$ cat src/rtl/game_pkg.sv
// Shared round-control definitions: FSM states, advantage/winner codes,
// default frame counts and the frame-count clamp used by the round timers.
package game_pkg;

  typedef enum logic [2:0] {
    ST_PLAY    = 3'd0,
    ST_DYING   = 3'd1,
    ST_RESPAWN = 3'd2,
    ST_KNOCK   = 3'd3,
    ST_SHIFT   = 3'd4,
    ST_OVER    = 3'd5
  } state_t;

  localparam logic [1:0] ADV_NONE  = 2'b00;
  localparam logic [1:0] ADV_LEFT  = 2'b01;
  localparam logic [1:0] ADV_RIGHT = 2'b10;

  localparam logic [1:0] WIN_NONE  = 2'b00;
  localparam logic [1:0] WIN_LEFT  = 2'b01;
  localparam logic [1:0] WIN_RIGHT = 2'b10;

  localparam int DEF_DEATH_FRAMES = 60;
  localparam int DEF_KNOCK_FRAMES = 8;
  localparam int DEF_SHIFT_FRAMES = 30;
  localparam int DEF_WIN_BOARD    = 3;

  // Bit positions of the event inputs in the edge-detector vector
  localparam int EV_DEAD_L    = 0;
  localparam int EV_DEAD_R    = 1;
  localparam int EV_COLLISION = 2;
  localparam int EV_POS_RESET = 3;

  // A zero frame count still holds the state for one tick; counts saturate at 8 bits
  function automatic logic [7:0] frames_to_count(input int frames);
    if (frames <= 0)
      return 8'd1;
    else if (frames > 255)
      return 8'd255;
    else
      return frames[7:0];
  endfunction

endpackage

$ cat src/rtl/round_control_if.sv
// Event and status bundle between the hit-detection/player logic (master)
// and the round controller (slave).
interface round_control_if;
  import game_pkg::*;

  logic              tick;
  logic              dead_L;
  logic              dead_R;
  logic              collision;
  logic              pos_reset;
  logic signed [2:0] board_controller;

  logic              freeze;
  logic              knockback;
  logic              respawn_L;
  logic              respawn_R;
  logic              screen_shift;
  logic [1:0]        advantage;
  logic              game_over;
  logic [1:0]        winner;

  modport master (
    output tick, dead_L, dead_R, collision, pos_reset, board_controller,
    input  freeze, knockback, respawn_L, respawn_R, screen_shift,
           advantage, game_over, winner
  );

  modport slave (
    input  tick, dead_L, dead_R, collision, pos_reset, board_controller,
    output freeze, knockback, respawn_L, respawn_R, screen_shift,
           advantage, game_over, winner
  );
endinterface

$ cat src/rtl/edge_detect.sv
// Registered rising-edge detector: samples the levels every cycle and flags
// a rise only from registered copies, so the pulse is glitch-free.
module edge_detect #(
  parameter int WIDTH = 1
) (
  input  logic             clk,
  input  logic             reset_n,
  input  logic [WIDTH-1:0] i_level,
  output logic [WIDTH-1:0] o_rise
);
  logic [WIDTH-1:0] r_sample;
  logic [WIDTH-1:0] r_prev;

  always_ff @(posedge clk or negedge reset_n) begin
    if (!reset_n) begin
      r_sample <= '0;
      r_prev   <= '0;
    end else begin
      r_sample <= i_level;
      r_prev   <= r_sample;
    end
  end

  assign o_rise = r_sample & ~r_prev;
endmodule

$ cat src/rtl/round_control.sv
// Round sequencing for the duel: kills, respawns, sword-clash knockback,
// board shifts and match end, all timed in video-frame ticks.
module round_control
  import game_pkg::*;
#(
  parameter int DEATH_FRAMES = DEF_DEATH_FRAMES,
  parameter int KNOCK_FRAMES = DEF_KNOCK_FRAMES,
  parameter int SHIFT_FRAMES = DEF_SHIFT_FRAMES,
  parameter int WIN_BOARD    = DEF_WIN_BOARD
) (
  input logic            clk,
  input logic            reset_n,
  round_control_if.slave bus
);
  localparam logic [7:0]        LP_DEATH   = frames_to_count(DEATH_FRAMES);
  localparam logic [7:0]        LP_KNOCK   = frames_to_count(KNOCK_FRAMES);
  localparam logic [7:0]        LP_SHIFT   = frames_to_count(SHIFT_FRAMES);
  localparam logic signed [2:0] LP_WIN_POS = 3'(WIN_BOARD);
  localparam logic signed [2:0] LP_WIN_NEG = 3'(-WIN_BOARD);

  logic [3:0] w_rise;
  logic       w_win_l;
  logic       w_win_r;
  logic       w_dead_any;

  state_t     r_state;
  logic [7:0] r_cnt;
  logic       r_mark_l;
  logic       r_mark_r;
  logic       r_freeze;
  logic       r_knock;
  logic       r_resp_l;
  logic       r_resp_r;
  logic       r_shift;
  logic [1:0] r_adv;
  logic       r_over;
  logic [1:0] r_winner;

  edge_detect #(.WIDTH(4)) u_edge (
    .clk     (clk),
    .reset_n (reset_n),
    .i_level ({bus.pos_reset, bus.collision, bus.dead_R, bus.dead_L}),
    .o_rise  (w_rise)
  );

  assign w_win_l    = (bus.board_controller == LP_WIN_POS);
  assign w_win_r    = (bus.board_controller == LP_WIN_NEG);
  assign w_dead_any = w_rise[EV_DEAD_L] | w_rise[EV_DEAD_R];

  // Timers are loaded on state entry and only look at tick from the next cycle on
  always_ff @(posedge clk or negedge reset_n) begin
    if (!reset_n) begin
      r_state  <= ST_PLAY;
      r_cnt    <= '0;
      r_mark_l <= 1'b0;
      r_mark_r <= 1'b0;
      r_freeze <= 1'b0;
      r_knock  <= 1'b0;
      r_resp_l <= 1'b0;
      r_resp_r <= 1'b0;
      r_shift  <= 1'b0;
      r_adv    <= ADV_NONE;
      r_over   <= 1'b0;
      r_winner <= WIN_NONE;
    end else begin
      r_resp_l <= 1'b0;
      r_resp_r <= 1'b0;
      r_shift  <= 1'b0;
      case (r_state)
        ST_PLAY: begin
          if (w_win_l || w_win_r) begin
            r_state  <= ST_OVER;
            r_freeze <= 1'b1;
            r_over   <= 1'b1;
            r_winner <= w_win_l ? WIN_LEFT : WIN_RIGHT;
          end else if (w_rise[EV_POS_RESET]) begin
            r_state  <= ST_SHIFT;
            r_cnt    <= LP_SHIFT;
            r_freeze <= 1'b1;
            r_shift  <= 1'b1;
          end else if (w_dead_any) begin
            r_state  <= ST_DYING;
            r_cnt    <= LP_DEATH;
            r_freeze <= 1'b1;
            r_mark_l <= w_rise[EV_DEAD_L];
            r_mark_r <= w_rise[EV_DEAD_R];
            // The survivor gains the right to advance; a double kill gives nobody the edge
            case ({w_rise[EV_DEAD_L], w_rise[EV_DEAD_R]})
              2'b10:   r_adv <= ADV_RIGHT;
              2'b01:   r_adv <= ADV_LEFT;
              default: r_adv <= ADV_NONE;
            endcase
          end else if (w_rise[EV_COLLISION]) begin
            r_state <= ST_KNOCK;
            r_cnt   <= LP_KNOCK;
            r_knock <= 1'b1;
          end
        end

        ST_DYING: begin
          if (bus.tick) begin
            if (r_cnt == 8'd1) begin
              r_state  <= ST_RESPAWN;
              r_cnt    <= '0;
              r_freeze <= 1'b0;
              r_resp_l <= r_mark_l;
              r_resp_r <= r_mark_r;
            end else begin
              r_cnt <= r_cnt - 8'd1;
            end
          end
        end

        ST_RESPAWN: begin
          r_mark_l <= 1'b0;
          r_mark_r <= 1'b0;
          r_state  <= ST_PLAY;
        end

        ST_KNOCK: begin
          if (bus.tick) begin
            if (r_cnt == 8'd1) begin
              r_state <= ST_PLAY;
              r_cnt   <= '0;
              r_knock <= 1'b0;
            end else begin
              r_cnt <= r_cnt - 8'd1;
            end
          end
        end

        ST_SHIFT: begin
          if (w_win_l || w_win_r) begin
            r_state  <= ST_OVER;
            r_cnt    <= '0;
            r_over   <= 1'b1;
            r_winner <= w_win_l ? WIN_LEFT : WIN_RIGHT;
          end else if (bus.tick) begin
            if (r_cnt == 8'd1) begin
              r_state  <= ST_RESPAWN;
              r_cnt    <= '0;
              r_freeze <= 1'b0;
              r_mark_l <= 1'b1;
              r_mark_r <= 1'b1;
              r_resp_l <= 1'b1;
              r_resp_r <= 1'b1;
            end else begin
              r_cnt <= r_cnt - 8'd1;
            end
          end
        end

        ST_OVER: begin
          r_state <= ST_OVER;
        end

        default: begin
          r_state <= ST_PLAY;
        end
      endcase
    end
  end

  assign bus.freeze       = r_freeze;
  assign bus.knockback    = r_knock;
  assign bus.respawn_L    = r_resp_l;
  assign bus.respawn_R    = r_resp_r;
  assign bus.screen_shift = r_shift;
  assign bus.advantage    = r_adv;
  assign bus.game_over    = r_over;
  assign bus.winner       = r_winner;
endmodule
$ cat src/flat_wrapper.sv
// flat-port wrapper written by rule: the top's interface ports become plain ports
module round_control_flat import game_pkg::*;
#(
  parameter int DEATH_FRAMES = DEF_DEATH_FRAMES,
  parameter int KNOCK_FRAMES = DEF_KNOCK_FRAMES,
  parameter int SHIFT_FRAMES = DEF_SHIFT_FRAMES,
  parameter int WIN_BOARD    = DEF_WIN_BOARD
)
  (clk, reset_n, bus_tick, bus_dead_L, bus_dead_R, bus_collision, bus_pos_reset, bus_board_controller, bus_freeze, bus_knockback, bus_respawn_L, bus_respawn_R, bus_screen_shift, bus_advantage, bus_game_over, bus_winner);
  round_control_if bus_i ();
  input logic clk;
  input logic reset_n;
  input wire logic [$bits(bus_i.tick)-1:0] bus_tick;
  input wire logic [$bits(bus_i.dead_L)-1:0] bus_dead_L;
  input wire logic [$bits(bus_i.dead_R)-1:0] bus_dead_R;
  input wire logic [$bits(bus_i.collision)-1:0] bus_collision;
  input wire logic [$bits(bus_i.pos_reset)-1:0] bus_pos_reset;
  input wire logic [$bits(bus_i.board_controller)-1:0] bus_board_controller;
  output wire logic [$bits(bus_i.freeze)-1:0] bus_freeze;
  output wire logic [$bits(bus_i.knockback)-1:0] bus_knockback;
  output wire logic [$bits(bus_i.respawn_L)-1:0] bus_respawn_L;
  output wire logic [$bits(bus_i.respawn_R)-1:0] bus_respawn_R;
  output wire logic [$bits(bus_i.screen_shift)-1:0] bus_screen_shift;
  output wire logic [$bits(bus_i.advantage)-1:0] bus_advantage;
  output wire logic [$bits(bus_i.game_over)-1:0] bus_game_over;
  output wire logic [$bits(bus_i.winner)-1:0] bus_winner;
  assign bus_i.tick = bus_tick;
  assign bus_i.dead_L = bus_dead_L;
  assign bus_i.dead_R = bus_dead_R;
  assign bus_i.collision = bus_collision;
  assign bus_i.pos_reset = bus_pos_reset;
  assign bus_i.board_controller = bus_board_controller;
  assign bus_freeze = bus_i.freeze;
  assign bus_knockback = bus_i.knockback;
  assign bus_respawn_L = bus_i.respawn_L;
  assign bus_respawn_R = bus_i.respawn_R;
  assign bus_screen_shift = bus_i.screen_shift;
  assign bus_advantage = bus_i.advantage;
  assign bus_game_over = bus_i.game_over;
  assign bus_winner = bus_i.winner;
  round_control #(.DEATH_FRAMES(DEATH_FRAMES), .KNOCK_FRAMES(KNOCK_FRAMES), .SHIFT_FRAMES(SHIFT_FRAMES), .WIN_BOARD(WIN_BOARD)) u_core (.clk(clk), .reset_n(reset_n), .bus(bus_i));
endmodule
$ cat config.mk
export PLATFORM = sky130hd
export DESIGN_NAME = round_control_flat
export DESIGN_NICKNAME = d
export VERILOG_FILES = /design/src/rtl/game_pkg.sv /design/src/rtl/round_control_if.sv /design/src/rtl/edge_detect.sv /design/src/rtl/round_control.sv /design/src/flat_wrapper.sv
export SDC_FILE = /design/constraint.sdc
export NUM_CORES = 1
export LEC_CHECK = 0
export ABC_AREA = 1
export CAP_MARGIN = 10
export CORE_MARGIN = 2
export CORE_UTILIZATION = 55
export CTS_BUF_LIST = sky130_fd_sc_hd__clkbuf_4 sky130_fd_sc_hd__clkbuf_8
export DETAILED_ROUTE_END_ITERATION = 16
export GPL_TIMING_DRIVEN = 0
export PLACE_DENSITY = 0.77
export SYNTH_ARGS = -nofsm -noshare
export SYNTH_HDL_FRONTEND = slang
export SYNTH_HIERARCHICAL = 1
export SYNTH_SLANG_ARGS = --single-unit
$ cat constraint.sdc
create_clock -name clk -period 3.8 [get_ports clk]
set_input_delay 0.95 -clock clk [delete_from_list [all_inputs] [get_ports clk]]
set_output_delay 0.95 -clock clk [all_outputs]
set_load 0.05 [all_outputs]
Word level (Yosys, flattened, before mapping)
Cells that the tools add are included.
- memories kept: 0
- memory bits (read-only): 0
- latch bits: 0
- register bits after elaboration: 31
- RAM bits: 0
- equality and inequality tests: 23
- multipliers: 0
- $lt $le $gt $ge: 0
- reductions and logical operators: 15
- $add $sub $neg: 1
- bitwise operators: 5
- shift-type cells: 0
- mux-type cells: 57
- div/mod/pow operators: 0
- operators by type and width (operator ; number):
    8-bit two-way mux ; 7
    1-bit two-way mux ; 31
    3-bit two-way mux ; 9
    8-bit case mux with 3 select lines ; 1
    3-bit case mux with 5 select lines ; 1
    2-bit != test, second input constant ; 7
    7-bit AND reduction ; 2
    3-bit == test, second input constant ; 4
    1-bit case mux with 3 select lines ; 3
    3-bit AND reduction ; 3
    3-bit nonzero test ; 3
    8-bit by 1-bit == test with 1-bit output, second input constant ; 1
    8-bit by 1-bit subtractor with 8-bit output, second input constant ; 1
    3-bit by 2-bit == test with 1-bit output, second input constant ; 2
    2-bit by 1-bit != test with 1-bit output, second input constant ; 3
    1-bit case mux with 2 select lines ; 3
    5-bit by 3-bit != test with 1-bit output, second input constant ; 1
    4-bit AND ; 1
    4-bit by 2-bit != test with 1-bit output, second input constant ; 1
    4-bit by 3-bit != test with 1-bit output, second input constant ; 1
    4-bit NOT ; 1
    2-bit case mux with 2 select lines ; 1
    4-bit AND reduction ; 1
    2-bit OR reduction ; 2
    10 further kinds ; 11

Logic depth before layout (Yosys ltp)
Gate-level depths: netlist (run 1).
- depth in word-level cells: 7
- mapped depth: 10
- mapped depth without buffers: 10

Cells and area by module
Netlist (run 1), hierarchy kept.
- by module, submodules not included (module ; area an instance (µm²) ; cells each ; instances):
    round_control ; 1473.9 ; 218 ; 1
    edge_detect ; 240.2 ; 16 ; 1

Worst setup path before layout (run 1)
Ideal clock, no wire load.
- path kind: input port to flip-flop
- start: input bus_board_controller[2]
- end: register u_core.r_knock (netlist: u_core/bus.knockback)
- buffers on the path: 0
- setup slack: 1.984 ns
- cell stages on the path: 7
- arrival time: 1.689 ns
- library setup time: 0.127 ns
- data required time: 3.673 ns
- cells stage by stage: inv_1 -> nand3_1 -> nand2_2 -> o21ai_1 -> nand3_1 -> nand2_1 -> o21ai_0
- cells in the longest elaborated chain, start to end: 4
- ends and longest elaborated chain (element ; line ; text):
    from (decl) ; flat_wrapper.sv:18 ; input wire logic [$bits(bus_i.board_controller)-1:0] bus_board_controller;
    3-bit == test, on equally long branches ; round_control.sv:46, round_control.sv:47 ;
    1-bit logical OR * ; round_control.sv:71 ; if (w_win_l || w_win_r) begin
    2-bit != test (no line) * ; - ;
    7-bit AND reduction (no line) * ; - ;
    to (signal assigned) ; round_control.sv:58 ; r_knock <= 1'b0;
    to (signal assigned) ; round_control.sv:96 ; r_knock <= 1'b1;
    to (signal assigned) ; round_control.sv:125 ; r_knock <= 1'b0;
    to (decl) ; round_control.sv:31 ; logic r_knock;
Every way passes the cells marked *; elsewhere a longest branch is shown, timed or not.
A chain may end at the register's enable or synchronous reset.

Worst setup path after layout (run 1)
- start: register u_core.r_adv[0] (netlist: u_core/bus.advantage[0])
- end: output bus_advantage[0]
- RTL lines (element ; line ; text):
    from (decl) ; round_control.sv:35 ; logic [1:0] r_adv;
    from (signal assigned) ; round_control.sv:62 ; r_adv <= ADV_NONE;
    from (signal assigned) ; round_control.sv:89 ; 2'b10: r_adv <= ADV_RIGHT;
    from (signal assigned) ; round_control.sv:90 ; 2'b01: r_adv <= ADV_LEFT;
    to (decl) ; flat_wrapper.sv:24 ; output wire logic [$bits(bus_i.advantage)-1:0] bus_advantage;
No word-level cell between the ends.

==> out/qor.csv, run 1 <==
stage;metric;value;unit
min_path;hold_class;flip-flop to flip-flop;
setup_path;crit_chain;clkdlybuf4s50_1;
synthesis;synthFlopType;dfrtp_1;
timing;hold_viol_final;0;
power;power_density;803;nW/µm²
global_route;grt_max_degree;19;
global_route;track_usage;22.2;%
cts;clock-sinks;31;
floorplanning;initial_core_util;57.1;%
global_route;grt_pass1_vias;1433;
synthesis;synth_common_cells;nand2_1, nor2_1, dfrtp_1;
timing;setup-tns-final;0;ns
cts;post_cts_buffers;0;
route;route.met3.wl;216;µm
finish;syn_to_final_growth;19.3;%
synthesis;async_reset_ff_share;100;%
finish;drive_gt1_share;10.3;%
timing;drv_slew;0;
cts;clk_path_buf_depth;2;
cts;h-tree-depth;2;
flow_run;maxCapViolCount;0;
global_route;antenna_found_initial;0;
synthesis;synth_fp_nets;246;
finish;nNetsFinal;273;
floorplanning;die_y;59.8;µm
cts;cts_resized;0;
route;wl;3.51;mm
setup_path;critPathSlowestCell;clkdlybuf4s50_1;
setup_path;cp_max_fo;2;
cts;clk_pin_slew;0.09;ns
setup_path;r2r_end;u_core/r_mark_r;
setup_path;cp.required;2.85;ns
synthesis;synth_area_per_cell;7.33;µm²
synthesis;synth_most_common_cell;nand2_1;
route;drc;0;
setup_path;cp.arrival;1.50;ns
min_path;min_to;u_core/u_edge/r_prev[3];
setup_path;r2r-start;u_core/r_cnt[3];
setup_path;cp_top_family;buffers and inverters;
route;met1Wirelength;1.66;mm
setup_path;reg2reg_depth;8;
timing;fmax;0.409;GHz
finish;num_antenna_cells;0;
cts;clk_latency;0.33;ns
floorplanning;die_w;59.8;µm
setup_path;reg2reg_slack;2.22;ns
synthesis;synth_top_area_share;45.3;%
setup_path;worst-setup-path-type;flip-flop to output port;
outcome;status;finished, final reports clean;
timing;period_needed;2.45;ns
synthesis;syn-cell-area;1710;µm²
synthesis;post-synth-top-area-cell;dfrtp_1;
timing;tightest_slew;0.720;ns
timing;setup_viol;0;
route;viasPerCell;5.26;
placement;port_buffers;19;
timing;rsz0062_at_grt;false;
timing;relSlewSlack;51.8;%
floorplanning;ioPinCount;20;
route;wl_met2;1.59;mm
setup_path;cp-end-kind;output port;
global_route;grt_pass1_wl;6.00;mm
route;ant_nets;0;
cts;cts_tree;yes;
placement;place_hpwl;2.67;mm
finish;final_util;68.1;%
setup_path;critPathLaunchType;flip-flop;
floorplanning;design.die.area;3580;µm²
floorplanning;core-area;3000;µm²
finish;stdcell_area;2050;µm²
synthesis;syn_inst;234;
synthesis;ys_ff_latch;31;
route;drtIter0Drc;99;
min_path;holdCritStartpoint;u_core/u_edge/r_sample[3];
synthesis;yosysSeqAreaShare;45.3;%
synthesis;synth_edf_count;0;
route;highest_layer;met4;
placement;place_area;1970;µm²
timing;finClkSkew;0.00790;ns
timing;period_share;64.4;%
min_path;min_path_cells;0;
cts;cts.hold.buffers_added;0;
placement;gp_congestion;0.866;
cts;numCtsBuffers;5;
route;wl_per_cell;11.9;µm
cts;clockRootBuffer;clkbuf_4;
route;first_pass_iters;4;
timing;fin_hold_ws;0.383;ns
route;vias;1553;
setup_path;critPathBufInv;1;
power;peakVddDrop;0.424;mV
synthesis;netlist_top_cells_area;dfrtp_1, nand2_1, nor2_1, inv_1, nand3_1;
setup_path;max_stage_delay;0.80;ns
synthesis;synth_cell_types;24;
synthesis;yosysWarnings;6;
global_route;gr-total-overflow;0;
power;power.leakage;1.06;nW
floorplanning;row_count;20;
[metrics by stage]
step           cells  power [mW]  worst slack [ns]
2_1_floorplan    234        1.19              1.98
3_5_place_dp     287        1.41              1.24
4_1_cts          295        1.64              1.34
5_1_grt          295        1.79              1.30
6_report         295        1.64              1.35
3_3_place_gp     286        1.39              1.25
[layout by cell type (no fill, tap or decap), types with 2 or more instances in the layout]
master           netlist  layout
inv_1                 30      30
ha_1                   2       2
nor2_1                46      46
a31oi_1                2       2
clkbuf_4               0       6
clkbuf_8               0       2
or2_2                  2       2
a21oi_1                5       5
dfrtp_1               31      31
nand2_2                3       3
a21boi_0               2       2
nand4_1                7       7
o21ai_0               11      11
nand3_2                2       2
nand3_1               18      18
nor2_4                 2       2
clkdlybuf4s50_1        0      19
nor3_1                 2       2
nand2_1               56      56
o21ai_1                2       2
nor2_2                 5       5
[cells by family after synthesis]
logic type                 share of synthesized area [%]
AOI/OAI and AO/OA                                   7.81
and+or+nand+nor                                     37.5
buffers and inverters                               7.45
adders and majority gates                           1.46
xor gates and xnor gates                           0.511
DFF                                                 45.3
[layout make-up]
class / count / area [µm²]
fill: 251 / 957
multi-input combinational: 171 / 811
sequential: 31 / 776
timing repair buffer: 20 / 218
inverter: 31 / 116
clock buffer: 8 / 72.6
tap: 33 / 41.3
buffer: 1 / 11.3
[flip-flops by register name (all words and copies together), names as in the netlist]
signal,flops
u_core/bus.winner,2
u_core/bus.respawn_R,1
u_core/r_mark_r,1
u_core/bus.screen_shift,1
u_core/bus.respawn_L,1
u_core/r_cnt,8
u_core/u_edge/r_sample,4
u_core/bus.knockback,1
u_core/r_mark_l,1
u_core/u_edge/r_prev,4
u_core/bus.advantage,2
u_core/bus.game_over,1
u_core/r_state,3
u_core/bus.freeze,1
[metal layers]
metal,global-route usage (%),vias to the layer above
li1,-,801
met1,29.9,695
met2,34.5,53
met3,6.06,4
met4,7.30,0
met5,0,-
[how the worst max path moves through the flow]
stage,start,to,cells after the start
after floorplan,bus_board_controller[2],u_core/bus.knockback,7
after global placement,reset_n,u_core/r_cnt[0],1
after detailed placement,bus_board_controller[2],u_core/bus.knockback,8
after CTS,u_core/bus.advantage[0],bus_advantage[0],1
after global routing,u_core/bus.advantage[0],bus_advantage[0],1
final,u_core/bus.advantage[0],bus_advantage[0],1
[where the power goes]
part	switching (mW)	internal [mW]
clock network	0.108	0.116
logic	0.599	0.307
registers	0.0798	0.432
total	0.787	0.855
Power figures use the tool's default switching activity.
==> inputs of run 2 (changes only) <==
--- a/config.mk
+++ b/config.mk
@@ -8,11 +8,11 @@
 export ABC_AREA = 1
 export CAP_MARGIN = 10
 export CORE_MARGIN = 2
-export CORE_UTILIZATION = 55
+export CORE_UTILIZATION = 52
 export CTS_BUF_LIST = sky130_fd_sc_hd__clkbuf_4 sky130_fd_sc_hd__clkbuf_8
 export DETAILED_ROUTE_END_ITERATION = 16
 export GPL_TIMING_DRIVEN = 0
-export PLACE_DENSITY = 0.77
+export PLACE_DENSITY = 0.76
 export SYNTH_ARGS = -nofsm -noshare
 export SYNTH_HDL_FRONTEND = slang
 export SYNTH_HIERARCHICAL = 1
==> constraint.sdc (replaced) <==
create_clock -name clk -period 2.2 [get_ports clk]
set_input_delay 0.55 -clock clk [delete_from_list [all_inputs] [get_ports clk]]
set_output_delay 0.55 -clock clk [all_outputs]
set_load 0.05 [all_outputs]
==> out/qor.csv, run 2 (synthesized netlist as in run 1, its figures left out) <==
stage;metric;value;unit
route;ant_nets;0;
timing;drv_slew;0;
power;peakVddDrop;0.654;mV
cts;clk_path_buf_depth;2;
floorplanning;core-area;3100;µm²
placement;place_hpwl;2.51;mm
timing;period_share;93.3;%
setup_path;crit_chain;clkdlybuf4s50_1;
cts;cts_tree;yes;
setup_path;worst-setup-path-type;flip-flop to output port;
cts;clock-sinks;31;
cts;cts.hold.buffers_added;0;
setup_path;critPathSlowestCell;clkdlybuf4s50_1;
power;combPwrFrac;56.1;%
timing;finClkSkew;0.0103;ns
cts;numCtsBuffers;5;
finish;largestRegisters;u_core/r_cnt x8, u_core/u_edge/r_prev x4, u_core/u_edge/r_sample x4;
placement;gp_congestion;0.884;
setup_path;cp_top_family;buffers and inverters;
power;cell_internal_pwr;1.41;mW
route;vias;1534;
floorplanning;initial_core_util;55.2;%
flow_run;maxCapViolCount;0;
route;first_pass_iters;4;
min_path;hold_class;flip-flop to flip-flop;
route;wl_per_cell;11.1;µm
route;wl;3.39;mm
floorplanning;die_w;61.4;µm
route;drc;0;
setup_path;max_stage_delay;0.80;ns
global_route;grt_pass1_wl;5.73;mm
cts;clockRootBuffer;clkbuf_4;
power;power_density;1370;nW/µm²
cts;h-tree-depth;2;
setup_path;cp_max_fo;2;
floorplanning;ioPinCount;20;
finish;layout_commonest_cell;nand2_1;
cts;clk_latency;0.34;ns
outcome;status;finished, final reports clean;
cts;cts_resized;0;
setup_path;critPathBufInv;1;
global_route;grt_pass1_vias;1301;
power;p_sw;1.36;mW
finish;nNetsFinal;273;
placement;port_buffers;19;
setup_path;cp.required;1.65;ns
finish;regMostFlops;u_core/r_cnt;
placement;dp_slack;0.0361;ns
finish;largest_reg_flops;8;
timing;hold_viol_final;0;
cts;post_cts_buffers;0;
timing;setup-tns-final;0;ns
power;seq_power_share;31.9;%
route;viasPerCell;5.01;
finish;num_antenna_cells;0;
global_route;grt_max_degree;19;
setup_path;cp.arrival;1.50;ns
finish;drive_gt1_share;10.3;%
finish;final_util;65.5;%
power;clockPowerShare;12.0;%
timing;rsz0062_at_grt;false;
timing;fmax;0.487;GHz
power;p_total;2.78;mW
setup_path;cp-end-kind;output port;
power;power.leakage;1.05;nW
timing;period_needed;2.05;ns
timing;relSlewSlack;46.1;%
finish;final_cell_mix;nand2_1, nor2_1, dfrtp_1;
setup_path;critPathLaunchType;flip-flop;
global_route;track_usage;21.3;%
timing;setup_viol;0;
floorplanning;design.die.area;3770;µm²
finish;syn_to_final_growth;18.5;%
cts;clk_pin_slew;0.10;ns
timing;tightest_slew;0.806;ns
global_route;gr-total-overflow;0;
route;drtIter0Drc;63;
timing;fin_ws;0.148;ns
floorplanning;row_count;20;
global_route;antenna_found_initial;0;
power;p_sw_share;49.2;%
timing;fin_hold_ws;0.381;ns
floorplanning;die_y;61.4;µm
==> run 2: metal layers <==
metal | up-vias | part of all wire (%) | track usage (%)
met1 | 685 | 51 | 30.6
li1 | 799 | - | -
met4 | 0 | 1.1 | 7.29
met5 | - | 0 | 0
met2 | 46 | 42 | 29.3
met3 | 4 | 5.5 | 8.40
==> run 2: layout make-up <==
cell class	instances	area, µm²
Buffer	1	11.3
Clock buffer	6	45.0
Clock inverter	2	12.5
Fill cell	293	1070
Inverter	31	116
Multi-Input combinational cell	171	811
Sequential cell	31	776
Tap cell	44	55.1
Timing Repair Buffer	20	205
==> run 2: path summary, 6_finish.rpt <==
path                                                start                 endpoint  slack, ns  depth (start not counted)
worst max-delay path                 u_core/bus.winner[1]            bus_winner[1]       0.15                          1
worst max register to register          u_core/r_state[1]          u_core/r_cnt[4]       0.62                          6
max in group asynchronous                         reset_n  u_core/u_edge/r_prev[2]       0.95                          2
worst min register to register  u_core/u_edge/r_sample[0]  u_core/u_edge/r_prev[0]       0.38                          0
worst min-delay path            u_core/u_edge/r_sample[0]  u_core/u_edge/r_prev[0]       0.38                          0
min in group asynchronous                         reset_n     u_core/bus.winner[1]       0.67                          1
==> run 2: power by group through the flow <==
stage / Clock (mW) / Combinational [mW] / Sequential, mW
6_report: 0.332 / 1.56 / 0.887
5_1_grt: 0.379 / 1.76 / 0.912
4_1_cts: 0.351 / 1.55 / 0.884
3_5_place_dp: 0 / 1.53 / 0.894
3_3_place_gp: 0 / 1.51 / 0.892
2_1_floorplan: 0 / 0.977 / 1.08
==> run 2: through the flow <==
stage / std cells / area [µm²]
2_1_floorplan: 234 / 1710
3_3_place_gp: 297 / 1960
5_1_grt: 306 / 2030
4_1_cts: 306 / 2030
6_report: 306 / 2030
3_5_place_dp: 298 / 1970
==> inputs of run 3 (changes only) <==
--- a/config.mk
+++ b/config.mk
@@ -7,7 +7,6 @@
 export LEC_CHECK = 0
 export ABC_AREA = 1
 export CAP_MARGIN = 10
-export CORE_MARGIN = 2
 export CORE_UTILIZATION = 52
 export CTS_BUF_LIST = sky130_fd_sc_hd__clkbuf_4 sky130_fd_sc_hd__clkbuf_8
 export DETAILED_ROUTE_END_ITERATION = 16
==> out/qor.csv, run 3 (synthesized netlist as in run 1, its figures left out) <==
stage;metric;value;unit
setup_path;cp_max_fo;2;
placement;dp_slack;0.0249;ns
timing;hold_viol_final;0;
cts;clk_path_buf_depth;2;
cts;cts_resized;0;
floorplanning;die_y;59.4;µm
global_route;antenna_found_initial;0;
floorplanning;design.die.area;3530;µm²
outcome;status;finished, final reports clean;
setup_path;cp.required;1.65;ns
route;first_pass_iters;4;
cts;clk_pin_slew;0.09;ns
cts;cts.hold.buffers_added;0;
global_route;grt_max_degree;20;
finish;final_cell_mix;nand2_1, nor2_1, dfrtp_1;
finish;drive_gt1_share;9.96;%
finish;largest_reg_flops;8;
floorplanning;die_w;59.4;µm
finish;layout_commonest_cell;nand2_1;
cts;clk_latency;0.32;ns
floorplanning;initial_core_util;55.7;%
finish;nNetsFinal;273;
finish;syn_to_final_growth;19.2;%
power;p_sw;1.33;mW
placement;gp_congestion;0.870;
global_route;gr-total-overflow;0;
power;p_sw_share;48.3;%
floorplanning;core-area;3080;µm²
route;viasPerCell;4.97;
setup_path;cp-end-kind;output port;
setup_path;worst-path-stages;1;
timing;fmax;0.492;GHz
power;power.leakage;1.06;nW
route;wl;3.31;mm
global_route;use_met3;6.55;%
setup_path;critPathSlowestCell;clkdlybuf4s50_1;
timing;fin_hold_ws;0.380;ns
finish;stdcell_area;2040;µm²
timing;rsz0062_at_grt;false;
setup_path;cp.arrival;1.48;ns
timing;period_share;92.3;%
setup_path;worst-setup-path-type;flip-flop to output port;
power;p_total;2.75;mW
setup_path;cp_top_family;buffers and inverters;
cts;clock-sinks;31;
min_path;min_path_cells;0;
setup_path;reg2reg_depth;8;
power;power_density;1350;nW/µm²
finish;regMostFlops;u_core/r_cnt;
route;ant_nets;0;
timing;finClkSkew;0.0129;ns
timing;setup_viol;0;
route;drtIter0Drc;79;
setup_path;critPathBufInv;1;
timing;relSlewSlack;54.3;%
global_route;use_met1;31.6;%
route;wl_per_cell;10.8;µm
cts;clockRootBuffer;clkbuf_4;
setup_path;max_stage_delay;0.81;ns
cts;h-tree-depth;2;
power;combPwrFrac;56.1;%
timing;fin_ws;0.168;ns
route;drc;0;
setup_path;crit_chain;clkdlybuf4s50_1;
finish;fillers;279;
timing;drv_slew;0;
placement;place_area;1990;µm²
route;vias;1516;
placement;place_hpwl;2.56;mm
floorplanning;ioPinCount;20;
power;peakVddDrop;0.635;mV
cts;numCtsBuffers;5;
finish;num_antenna_cells;0;
power;seq_power_share;32.3;%
placement;port_buffers;19;
floorplanning;row_count;20;
global_route;grtUsageMet2;31.0;%
global_route;grt_pass1_wl;5.69;mm
global_route;grt_pass1_vias;1306;
power;clockPowerShare;11.6;%
flow_run;maxCapViolCount;0;
setup_path;critPathLaunchType;flip-flop;
global_route;track_usage;22.2;%
min_path;hold_class;flip-flop to flip-flop;
finish;largestRegisters;u_core/r_cnt x8, u_core/u_edge/r_prev x4, u_core/u_edge/r_sample x4;
timing;setup-tns-final;0;ns
power;cell_internal_pwr;1.42;mW
cts;cts_tree;yes;
timing;period_needed;2.03;ns
timing;tightest_slew;0.684;ns
global_route;busiest_layer;met1;
cts;post_cts_buffers;0;
==> run 3: path summary, 6_finish.rpt <==
check / from / endpoint / slack, ns
setup / recovery: u_core/bus.advantage[0] / bus_advantage[0] / 0.17
hold / removal: u_core/u_edge/r_sample[2] / u_core/u_edge/r_prev[2] / 0.38
setup reg to reg: u_core/r_cnt[3] / u_core/bus.knockback / 0.64
hold reg to reg: u_core/u_edge/r_sample[2] / u_core/u_edge/r_prev[2] / 0.38
max in group asynchronous: reset_n / u_core/bus.advantage[1] / 1.03
min in group asynchronous: reset_n / u_core/r_mark_r / 0.63
==> run 3: per-layer routing <==
| metal | vias up | routed length, µm |
|---|---|---|
| met4 | 0 | 39 |
| met2 | 30 | 1390 |
| li1 | 796 | - |
| met1 | 685 | 1740 |
| met5 | - | 0 |
| met3 | 5 | 138 |
==> run 3: final cells by class <==
class / count / area [µm²] / area share [%]
buffer: 1 / 11.3 / 0.551
clock buffer: 6 / 51.3 / 2.51
clock inverter: 1 / 5.00 / 0.245
inverter: 31 / 116 / 5.70
multi-input combinational: 171 / 811 / 39.7
sequential: 31 / 776 / 38.0
tap: 44 / 55.1 / 2.69
timing repair buffer: 20 / 218 / 10.7
==> run 3: metrics by stage <==
stage               utilization [%]  cells
floorplan                         -    234
global placement               63.7    297
detailed placement             64.6    298
CTS                            66.4    305
global route                   66.4    305
finish                         66.4    305
==> run 3: power groups by stage <==
stage | sequential (mW) | combinational [mW] | clock (mW)
2_1_floorplan | 1.08 | 0.977 | 0
3_3_place_gp | 0.893 | 1.51 | 0
3_5_place_dp | 0.892 | 1.55 | 0
4_1_cts | 0.885 | 1.55 | 0.336
5_1_grt | 0.906 | 1.77 | 0.367
6_report | 0.889 | 1.55 | 0.320
